`src/rtl/node_info_ctrl.sv`:
```
// Per-node routing state, energy threshold/low-energy flag and pipelined Q-value for the RL router.
// Latency: state/field updates 1 clk; myQValue/q_valid 2 clks after trigger. No backpressure (one packet per cycle).
module node_info_ctrl #(
  parameter int                DATA_W    = 16,
  parameter logic [DATA_W-1:0] NODE_ID   = 16'h000C,
  parameter int                THR_SHIFT = 2,
  parameter int                HYST      = 8,
  parameter int                Q_SHIFT   = 4
) (
  input  logic              clk,
  input  logic              rst,
  input  logic              en_MNI,
  input  logic [2:0]        fPktType,
  input  logic [DATA_W-1:0] e_max,
  input  logic [DATA_W-1:0] e_min,
  input  logic [DATA_W-1:0] energy,
  input  logic [DATA_W-1:0] ch_ID,
  input  logic [DATA_W-1:0] hops,
  input  logic [DATA_W-1:0] timeslot,
  output logic [DATA_W-1:0] myNodeID,
  output logic [DATA_W-1:0] hopsFromSink,
  output logic [DATA_W-1:0] myQValue,
  output logic [DATA_W-1:0] myTimeslot,
  output logic [DATA_W-1:0] e_thr,
  output logic              role,
  output logic              low_E,
  output logic [1:0]        state,
  output logic              q_valid
);

  localparam logic [DATA_W-1:0] ONES = '1;
  localparam logic [2:0] PKT_HELLO = 3'b000;
  localparam logic [2:0] PKT_CHANN = 3'b001;
  localparam logic [2:0] PKT_SCHED = 3'b010;
  localparam logic [2:0] PKT_EBND  = 3'b011;
  localparam logic [2:0] PKT_NEWR  = 3'b111;

  typedef enum logic [1:0] {S_IDLE = 2'd0, S_DISC = 2'd1, S_CLUS = 2'd2, S_SCHED = 2'd3} state_t;

  state_t            state_q, state_nxt;
  logic [DATA_W-1:0] hops_nxt, slot_nxt, thr_nxt, hops_inc, e_diff, thr_hyst;
  logic [DATA_W:0]   thr_sum;
  logic              role_nxt, low_nxt, hello_acc, ebound, trig;
  logic              s1_vld;
  logic [DATA_W-1:0] s1_energy, s1_hops, s1_shift, q_val;

  assign myNodeID = NODE_ID;
  assign state    = state_q;
  assign hops_inc = hops + DATA_W'(1);
  assign e_diff   = e_max - e_min;

  assign hello_acc = en_MNI && (fPktType == PKT_HELLO) && (hops != ONES) && (hops_inc < hopsFromSink);
  assign ebound    = en_MNI && (fPktType == PKT_EBND);

  // Release level for the hysteresis band, clamped so a threshold near full scale still clears.
  assign thr_sum  = {1'b0, e_thr} + (DATA_W+1)'(HYST);
  assign thr_hyst = thr_sum[DATA_W] ? ONES : thr_sum[DATA_W-1:0];

  always_comb begin
    state_nxt = state_q;
    hops_nxt  = hopsFromSink;
    role_nxt  = role;
    slot_nxt  = myTimeslot;
    thr_nxt   = e_thr;
    low_nxt   = low_E;

    if (hello_acc) begin
      hops_nxt = hops_inc;
      if (state_q == S_IDLE) state_nxt = S_DISC;
    end
    if (ebound) thr_nxt = (e_max >= e_min) ? e_min + (e_diff >> THR_SHIFT) : e_min;

    if (en_MNI) begin
      case (fPktType)
        PKT_CHANN: if (state_q == S_DISC) begin
          role_nxt  = (ch_ID == NODE_ID);
          state_nxt = S_CLUS;
        end
        PKT_SCHED: if (state_q == S_CLUS) begin
          slot_nxt  = timeslot;
          state_nxt = S_SCHED;
        end
        PKT_NEWR: if (state_q != S_IDLE) begin
          role_nxt  = 1'b0;
          slot_nxt  = '0;
          state_nxt = S_DISC;
        end
        default: ;
      endcase
    end

    if (energy < e_thr)          low_nxt = 1'b1;
    else if (energy >= thr_hyst) low_nxt = 1'b0;
  end

  assign trig = hello_acc | ebound | (low_nxt != low_E);

  always_ff @(posedge clk or posedge rst) begin
    if (rst) begin
      state_q      <= S_IDLE;
      hopsFromSink <= ONES;
      role         <= 1'b0;
      myTimeslot   <= '0;
      e_thr        <= '0;
      low_E        <= 1'b0;
    end else begin
      state_q      <= state_nxt;
      hopsFromSink <= hops_nxt;
      role         <= role_nxt;
      myTimeslot   <= slot_nxt;
      e_thr        <= thr_nxt;
      low_E        <= low_nxt;
    end
  end

  // Stage 2 arithmetic: unreachable-sink or underflow both give Q = 0.
  assign s1_shift = s1_energy >> Q_SHIFT;
  assign q_val    = ((s1_hops == ONES) || (s1_shift <= s1_hops)) ? '0 : s1_shift - s1_hops;

  always_ff @(posedge clk or posedge rst) begin
    if (rst) begin
      s1_vld    <= 1'b0;
      s1_energy <= '0;
      s1_hops   <= '0;
      myQValue  <= '0;
      q_valid   <= 1'b0;
    end else begin
      s1_vld  <= trig;
      q_valid <= s1_vld;
      if (trig) begin
        s1_energy <= energy;
        s1_hops   <= hops_nxt;
      end
      if (s1_vld) myQValue <= q_val;
    end
  end

endmodule

```
`config.mk`:
```
export PLATFORM = sky130hd
export DESIGN_NAME = node_info_ctrl
export DESIGN_NICKNAME = d
export VERILOG_FILES = /design/src/rtl/node_info_ctrl.sv
export SDC_FILE = /design/constraint.sdc
export NUM_CORES = 1
export LEC_CHECK = 0
export CELL_PAD_IN_SITES_DETAIL_PLACEMENT = 1
export CELL_PAD_IN_SITES_GLOBAL_PLACEMENT = 2
export CORE_ASPECT_RATIO = 1.4
export CORE_UTILIZATION = 30
export CTS_CLUSTER_SIZE = 20
export DETAILED_ROUTE_END_ITERATION = 16
export PLACE_DENSITY_LB_ADDON = 0.25
export SLEW_MARGIN = 20
export SYNTH_ARGS = -nofsm -noshare
export SYNTH_HDL_FRONTEND = slang
export SYNTH_SLANG_ARGS = --single-unit
export TNS_END_PERCENT = 50
```
`constraint.sdc`:
```
create_clock -name clk -period 5 [get_ports clk]
set_input_delay 0.75 -clock clk [delete_from_list [all_inputs] [get_ports clk]]
set_output_delay 0.75 -clock clk [all_outputs]
set_load 0.05 [all_outputs]
```
==> impl_results.rst, run 1 <==
.. list-table::
   :header-rows: 1

   * - Metric
     - Value
   * - Hold Slack
     - around 0.48 ns
   * - Post-CTS Hold Fix Bufs
     - 0
   * - Pre-Repair DR Iteration Count
     - 4
   * - Count of clock tree sinks
     - 98
   * - Initial antenna violation count
     - 2
   * - Worst slew margin relative to its limit
     - 0.330
   * - Number of synthesized register bits
     - 98
   * - Via count of the first global-routing pass
     - between 7000 and 8000
   * - Final HPWL from detailed placement
     - between 15 and 20 mm
   * - Wire length of the first global-routing pass
     - between 30 and 40 mm
   * - Critical path start-end classification
     - input port to register
   * - Count of synthesis-stage warnings from yosys
     - 0
   * - Share of final-layout standard cells stronger than drive strength 1
     - 0.0752
   * - Classification of the worst-slack hold path
     - register to register
   * - Detail Route Antenna Nets
     - 0
   * - Number of pins with negative max-slew slack in the final report
     - 0
   * - Vias per cell
     - roughly 5.1
   * - Number of nets in the layout
     - ~1200
   * - Layout Cell Area excl Fill
     - 10100 um2
   * - Area share of the leading cell type in the synthesized netlist
     - 0.267
   * - Weighted congestion reported at the end of routability-driven placement
     - between 0.7 and 0.8
   * - RSZ-0062 raised after global routing
     - false
   * - Buffer levels on the longest clock path
     - 2
   * - Critical-path maximum fanout
     - 4
   * - Share of the clock period used by the worst path
     - 0.918
   * - Via count
     - about 7000
   * - Gr ovfl total
     - 0
   * - Most used flip-flop cell after synthesis
     - sky130_fd_sc_hd__dfrtp_1
   * - Leading area contributor after synthesis
     - sky130_fd_sc_hd__dfrtp_1
   * - Final wirelength
     - roughly 23 mm
   * - Post-CTS setup buffer count
     - 0
   * - Area of combinational cells with multiple inputs
     - 4750 um2
   * - Hold Violations, Final
     - 0
   * - Required time of the worst setup path
     - around 5.3 ns
   * - Post-CTS resize count
     - 0
   * - Total number of H-tree levels
     - 3
   * - Largest net degree at the start of global routing
     - 39
   * - Maximum capacitance violations
     - 0
   * - Total Die Area
     - around 26000 um2
   * - Fraction of the yosys area taken by sequential cells
     - 0.321
   * - Fraction of registers with async set or reset after synthesis
     - 1.00
   * - Kind of start point of the critical path
     - input port
   * - GRT Util Overall
     - 0.182
   * - Distinct cell type count after synthesis
     - 63
   * - Arrival time at the worst endpoint
     - approximately 5 ns
   * - Number of fill cells
     - ~3000
   * - Starting utilization of the core area
     - 0.304
   * - Floorplan row count
     - 69
   * - Die height
     - about 190 um
   * - Number of synthesized flops with an enable pin
     - 0
   * - P_leak
     - ~0.0045 uW
   * - Post-Route Utilization
     - 0.397
   * - Buffers added on ports
     - between 150 and 200
   * - Final period demand of the worst path
     - 4.59 ns
   * - Count of pins on the block boundary
     - between 150 and 200
   * - Maximum resistive drop on vdd
     - 0.259 mV
   * - Residual DRC count
     - 0
   * - Most used cells in the layout excluding fill and tap cells
     - sky130_fd_sc_hd__clkdlybuf4s50_1 (170), sky130_fd_sc_hd__ha_1 (90), sky130_fd_sc_hd__nand2_1 (89), sky130_fd_sc_hd__dfrtp_1 (82), sky130_fd_sc_hd__o21ai_0 (75)
   * - Post-synthesis area per instance
     - approximately 8.8 um2
   * - Final setup violation count
     - 0
   * - Most area-consuming cells after synthesis
     - sky130_fd_sc_hd__dfrtp_1 (27%), sky130_fd_sc_hd__ha_1 (15%), sky130_fd_sc_hd__dfstp_2 (5.5%)
   * - Worst setup EP type
     - register
   * - Root Driver
     - sky130_fd_sc_hd__clkbuf_16
   * - Standard cell area after detailed placement
     - 9750 um2
   * - Actual transition at the worst max-transition pin
     - 1.00 ns
   * - Number of CTS-inserted buffers
     - 9
   * - Combined area of all synthesized cells
     - roughly 7700 um2
   * - Instance count after placement with tap cells included
     - roughly 1400
   * - Clock slew seen by the registers of the worst setup and hold paths
     - roughly 0.070 ns
   * - FF/Latch Area
     - around 2500 um2
   * - Non-filler cells in the finished layout
     - around 1400
   * - Total power divided by cell area
     - between 500 and 600 nW/um2
   * - Area growth from synthesis to final layout
     - 30.6%
   * - Post-route clock skew
     - between 0.01 and 0.015 ns
   * - Synthesized instance count
     - 876
   * - Run status
     - completed
   * - Max Clk Rate
     - between 0.2 and 0.25 GHz
   * - Clock tree from TritonCTS
     - done
   * - Clock latency reported for the late side of the worst-skew pair
     - 0.36 ns
   * - Die W
     - roughly 140 um
   * - Wire length per cell after detailed routing
     - between 15 and 20 um
   * - Sum Neg Setup Slack
     - 0 ns
   * - Core area
     - between 20000 and 30000 um2
   * - Most common library cell in the layout ignoring fill and taps
     - sky130_fd_sc_hd__clkdlybuf4s50_1
   * - Violation count after the first detailed-routing iteration
     - 177
stage by stage:
step | power (uW) | setup slack, ns
after CTS | 5490 | 0.407
after floorplan | 3710 | 0.960
final | 5390 | 0.411
after global placement | 4680 | 0.126
after detailed placement | 4740 | 0.0543
after global routing | 5830 | 0.0822
final cells by class:
class | instances | share of cell area
antenna | 1 | 0.000249
clock buffer | 9 | 0.0224
clock inverter | 7 | 0.00772
inverter | 74 | 0.0279
multi-input combinational | 673 | 0.472
sequential | 98 | 0.246
tap | 319 | 0.0397
timing repair buffer | 190 | 0.184
per-layer routing:
layer / GRT usage / wire [um] / up-vias
li1: - / - / 3457
met1: 0.194 / 9000 / 3337
met2: 0.351 / 12300 / 143
met3: 0.0403 / 1180 / 13
met4: 0.0435 / 273 / 2
met5: 0 / 9 / -
worst max-delay path, stage by stage:
cell,delay [ns]
sky130_fd_sc_hd__clkdlybuf4s50_1,0.51
sky130_fd_sc_hd__inv_1,0.06
sky130_fd_sc_hd__ha_1,0.34
sky130_fd_sc_hd__o21a_1,0.18
sky130_fd_sc_hd__o31ai_1,0.08
sky130_fd_sc_hd__buf_4,0.14
sky130_fd_sc_hd__a211oi_1,0.32
sky130_fd_sc_hd__o21a_1,0.18
sky130_fd_sc_hd__o21a_1,0.18
sky130_fd_sc_hd__nor4_1,0.06
sky130_fd_sc_hd__a311o_1,0.32
sky130_fd_sc_hd__ha_1,0.30
sky130_fd_sc_hd__a21oi_1,0.21
sky130_fd_sc_hd__o21ai_0,0.14
sky130_fd_sc_hd__a21oi_1,0.19
sky130_fd_sc_hd__o21ai_0,0.16
sky130_fd_sc_hd__a31o_2,0.28
sky130_fd_sc_hd__a311o_1,0.35
sky130_fd_sc_hd__o211ai_1,0.09
Yosys cell counts (7+ instances only):
cell type and count:
sky130_fd_sc_hd__and3_1 9, sky130_fd_sc_hd__nor4_1 7, sky130_fd_sc_hd__mux2_4 9, sky130_fd_sc_hd__nand4_1 28, sky130_fd_sc_hd__a21oi_1 35, sky130_fd_sc_hd__inv_1 74
sky130_fd_sc_hd__buf_4 16, sky130_fd_sc_hd__a211oi_1 14, sky130_fd_sc_hd__xnor2_1 37, sky130_fd_sc_hd__nand3_1 32, sky130_fd_sc_hd__clkbuf_1 22, sky130_fd_sc_hd__nor2_1 53
sky130_fd_sc_hd__a21o_1 26, sky130_fd_sc_hd__dfstp_2 16, sky130_fd_sc_hd__dfrtp_1 82, sky130_fd_sc_hd__xor2_1 14, sky130_fd_sc_hd__o2bb2ai_1 10, sky130_fd_sc_hd__nor3_1 16
sky130_fd_sc_hd__o211ai_1 9, sky130_fd_sc_hd__o21ai_0 75, sky130_fd_sc_hd__mux2i_1 14, sky130_fd_sc_hd__nand2_1 89, sky130_fd_sc_hd__ha_1 90, sky130_fd_sc_hd__o21a_1 8
flip-flops by register name, indices dropped and copies added (netlist names):
signal	flops
e_thr	16
hopsFromSink	16
myQValue	16
myTimeslot	16
s1_hops	16
s1_energy	12
state	2
low_E	1
q_valid	1
role	1
s1_vld	1
kinds of logic after synthesis:
family,count (synthesis),share of synthesized area
fa+ha+maj,92,0.151
buf+inv,119,0.0692
xor+xnor,51,0.0580
flops,98,0.321
mux,26,0.0401
other cells,2,0.000975
simple gates,265,0.165
compound gates,223,0.194
worst paths after layout:
kind	cells after the start	startpoint	endpoint	slack, ns
worst min-delay path	1	myQValue[13]$_DFFE_PP0P_	myQValue[13]$_DFFE_PP0P_	0.48
worst max register to register	17	e_thr[5]$_DFFE_PP0P_	s1_hops[11]$_DFFE_PP0P_	0.76
max in group asynchronous	3	rst	hopsFromSink[15]$_DFF_PP1_	3.34
worst max-delay path	19	e_min[2]	e_thr[15]$_DFFE_PP0P_	0.41
min in group asynchronous	2	rst	myQValue[2]$_DFFE_PP0P_	0.78
worst min register to register	1	myQValue[13]$_DFFE_PP0P_	myQValue[13]$_DFFE_PP0P_	0.48
power by group:
group / switching, uW / leakage, uW / internal [uW]
clock network: 332 / 0.000146 / 393
logic: 1970 / 0.00314 / 1320
registers: 230 / 0.00120 / 1140
Power figures use the tool's default switching activity.
==> run 2, diff against run 1 <==
- CAP_MARGIN: unset -> 20
==> impl_results.rst, run 2 (synthesized netlist as in run 1, its figures left out) <==
.. list-table::
   :header-rows: 1

   * - Metric
     - Value
   * - Run status
     - completed
   * - Kind of start point of the critical path
     - input port
   * - Share of the clock period used by the worst path
     - 0.917 (about the same)
   * - Residual DRC count
     - 0 (unchanged)
   * - Wire length per cell after detailed routing
     - 16.6 um (+0.12%)
   * - Final period demand of the worst path
     - 4.59 ns (-0.00363 ns)
   * - Met3 capacity usage during global routing
     - 0.0403 (unchanged)
   * - Via count
     - 6977 (+0.36%)
   * - Sum Neg Setup Slack
     - 0 ns (unchanged)
   * - Die height
     - 192 um (unchanged)
   * - Relative contribution of the clock network to total power
     - 0.135 (about the same)
   * - Core area
     - 25300 um2 (unchanged)
   * - Area growth from synthesis to final layout
     - 30.7%
   * - Worst slew margin relative to its limit
     - 0.421 (+0.0914)
   * - Most utilized layer in the global route result
     - met2
   * - Detail Route Antenna Nets
     - 0 (unchanged)
   * - Reg2reg end
     - s1_hops[11]$_DFFE_PP0P_
   * - Hold Violations, Final
     - 0 (unchanged)
   * - Final setup violation count
     - 0 (unchanged)
   * - Required time of the worst setup path
     - 5.27 ns (about the same)
   * - Total power divided by cell area
     - 536 nW/um2 (about the same)
   * - Logic gate share of total power
     - 0.612 (about the same)
   * - Share of final-layout standard cells stronger than drive strength 1
     - 0.0760 (+0.000879)
   * - Most used cells in the layout excluding fill and tap cells
     - sky130_fd_sc_hd__clkdlybuf4s50_1 (170), sky130_fd_sc_hd__ha_1 (90), sky130_fd_sc_hd__nand2_1 (89), sky130_fd_sc_hd__dfrtp_1 (82), sky130_fd_sc_hd__o21ai_0 (75)
   * - Buffer levels on the longest clock path
     - 2 (unchanged)
   * - Total Die Area
     - 26300 um2 (unchanged)
   * - Number of CTS-inserted buffers
     - 9 (unchanged)
   * - Post-CTS Hold Fix Bufs
     - 0 (unchanged)
   * - Clock slew seen by the registers of the worst setup and hold paths
     - 0.07 ns (about the same)
   * - Die W
     - 137 um (unchanged)
   * - Number of nets in the layout
     - 1241 (+0.081%)
   * - Final wirelength
     - 22.8 mm (+0.20%)
   * - Last element of the critical path
     - e_thr[15]$_DFFE_PP0P_
   * - Initial antenna violation count
     - 2 (unchanged)
   * - Critical path start-end classification
     - input port to register
   * - Total number of H-tree levels
     - 3 (unchanged)
   * - Count of pins on the block boundary
     - 187 (unchanged)
   * - R2r startpoint
     - e_thr[5]$_DFFE_PP0P_
   * - Net switching fraction of the power
     - 0.471 (about the same)
   * - Vias per cell
     - 5.09 (+0.29%)
   * - Max Clk Rate
     - 0.218 GHz (about the same)
   * - Actual transition at the worst max-transition pin
     - 0.864 ns (-0.138 ns)
   * - GRT Util Overall
     - 0.182 (unchanged)
   * - Post-Route Utilization
     - 0.398 (+0.000445)
   * - Starting utilization of the core area
     - 0.304 (unchanged)
   * - Largest net degree at the start of global routing
     - 39 (unchanged)
   * - Violation count after the first detailed-routing iteration
     - 177 (unchanged)
   * - Layout Cell Area excl Fill
     - 10100 um2 (+0.11%)
   * - NetSw
     - 2540 uW (+0.14%)
   * - Start point of the critical path
     - e_min[2]
   * - Via count of the first global-routing pass
     - 7328 (unchanged)
   * - Wire length of the first global-routing pass
     - 37.0 mm (unchanged)
   * - Maximum resistive drop on vdd
     - 0.259 mV (about the same)
   * - Weighted congestion reported at the end of routability-driven placement
     - 0.779 (unchanged)
   * - Buffers added on ports
     - 170 (unchanged)
   * - Depth of the worst register-to-register path
     - 17 (unchanged)
   * - Floorplan row count
     - 69 (unchanged)
   * - Classification of the worst-slack hold path
     - register to register
   * - Worst setup EP type
     - register
   * - P_leak
     - 0.00449 uW (+0.13%)
   * - Post-CTS resize count
     - 0 (unchanged)
   * - Post-CTS setup buffer count
     - 0 (unchanged)
   * - Most common library cell in the layout ignoring fill and taps
     - sky130_fd_sc_hd__clkdlybuf4s50_1
   * - Arrival time at the worst endpoint
     - 4.86 ns (about the same)
   * - Pre-Repair DR Iteration Count
     - 4 (unchanged)
   * - Gr ovfl total
     - 0 (unchanged)
   * - Clock tree from TritonCTS
     - done
   * - Standard cell area after detailed placement
     - 9750 um2 (unchanged)
   * - Global-route met1 utilization
     - 0.194 (unchanged)
   * - Slack of the worst reg-to-reg path
     - 0.77 ns (about the same)
   * - Maximum capacitance violations
     - 0 (unchanged)
   * - Post-route clock skew
     - 0.0149 ns (+0.00213 ns)
   * - Relative contribution of sequential cells to total power
     - 0.253 (about the same)
   * - Count of clock tree sinks
     - 98 (unchanged)
   * - Cell internal power dissipation
     - 2850 uW (about the same)
   * - Critical-path maximum fanout
     - 4 (unchanged)
   * - Root Driver
     - sky130_fd_sc_hd__clkbuf_16
   * - Number of pins with negative max-slew slack in the final report
     - 0 (unchanged)
   * - GR Layer Usage met2
     - 0.351 (unchanged)
   * - Final HPWL from detailed placement
     - 18.8 mm (unchanged)
   * - Clock latency reported for the late side of the worst-skew pair
     - 0.36 ns (about the same)
   * - RSZ-0062 raised after global routing
     - false
-- run 2: changes by cell type in the layout (fill, tap and decap cells not counted) --
cell,delta
sky130_fd_sc_hd__buf_6,+1
-- run 2: critical path, stage by stage --
cell and delay (ns):
sky130_fd_sc_hd__clkdlybuf4s50_1 0.51, sky130_fd_sc_hd__inv_1 0.06, sky130_fd_sc_hd__ha_1 0.34, sky130_fd_sc_hd__o21a_1 0.18, sky130_fd_sc_hd__o31ai_1 0.08, sky130_fd_sc_hd__buf_4 0.14
sky130_fd_sc_hd__a211oi_1 0.32, sky130_fd_sc_hd__o21a_1 0.18, sky130_fd_sc_hd__o21a_1 0.18, sky130_fd_sc_hd__nor4_1 0.06, sky130_fd_sc_hd__a311o_1 0.32, sky130_fd_sc_hd__ha_1 0.30
sky130_fd_sc_hd__a21oi_1 0.21, sky130_fd_sc_hd__o21ai_0 0.14, sky130_fd_sc_hd__a21oi_1 0.19, sky130_fd_sc_hd__o21ai_0 0.16, sky130_fd_sc_hd__a31o_2 0.28, sky130_fd_sc_hd__a311o_1 0.35
sky130_fd_sc_hd__o211ai_1 0.09
-- run 2: worst min-delay path by stage --
stage | start | end | slack (ns) | cells after the start
2_1_floorplan | s1_vld$_DFF_PP0_ | q_valid$_DFF_PP0_ | 0.43 | 0
3_3_place_gp | myTimeslot[3]$_DFFE_PP0P_ | myTimeslot[3]$_DFFE_PP0P_ | 0.46 | 2
3_5_place_dp | myQValue[13]$_DFFE_PP0P_ | myQValue[13]$_DFFE_PP0P_ | 0.47 | 1
4_1_cts | myQValue[13]$_DFFE_PP0P_ | myQValue[13]$_DFFE_PP0P_ | 0.49 | 1
5_1_grt | myQValue[13]$_DFFE_PP0P_ | myQValue[13]$_DFFE_PP0P_ | 0.50 | 1
6_report | myQValue[13]$_DFFE_PP0P_ | myQValue[13]$_DFFE_PP0P_ | 0.48 | 1
-- run 2: stage by stage --
step | total power [uW] | worst slack, ns | hold WS [ns] | std cells
after global routing | 5830 | 0.0822 | 0.500 | 1372
after CTS | 5490 | 0.407 | 0.486 | 1370
after floorplan | 3710 | 0.960 | 0.434 | 890
final | 5390 | 0.415 | 0.477 | 1372
after detailed placement | 4740 | 0.0543 | 0.468 | 1354
after global placement | 4680 | 0.126 | 0.461 | 1354
-- run 2: final cells by class --
class                   instances  area, um2
fillers                      3006      15200
multi-input cells             673       4750
flip-flops and latches         98       2470
repair buffers                191       1860
well taps                     319        399
inverters                      74        280
clock buffers                   9        225
clock inverters                 7       77.6
diodes                          1       2.50
-- run 2: power groups by stage --
| stage | registers (uW) | logic, uW | clock network (uW) |
|---|---|---|---|
| final | 1370 | 3300 | 727 |
| after global routing | 1420 | 3630 | 781 |
| after CTS | 1380 | 3360 | 753 |
| after detailed placement | 1390 | 3340 | 0 |
| after global placement | 1380 | 3300 | 0 |
| after floorplan | 1950 | 1760 | 0 |
-- run 2: metal layers --
metal | share of wire | vias to the layer above | wire length (um)
met3 | 0.052 | 18 | 1180
met1 | 0.40 | 3357 | 9070
li1 | - | 3459 | -
met5 | 0.00039 | - | 9
met4 | 0.014 | 2 | 311
met2 | 0.54 | 141 | 12200
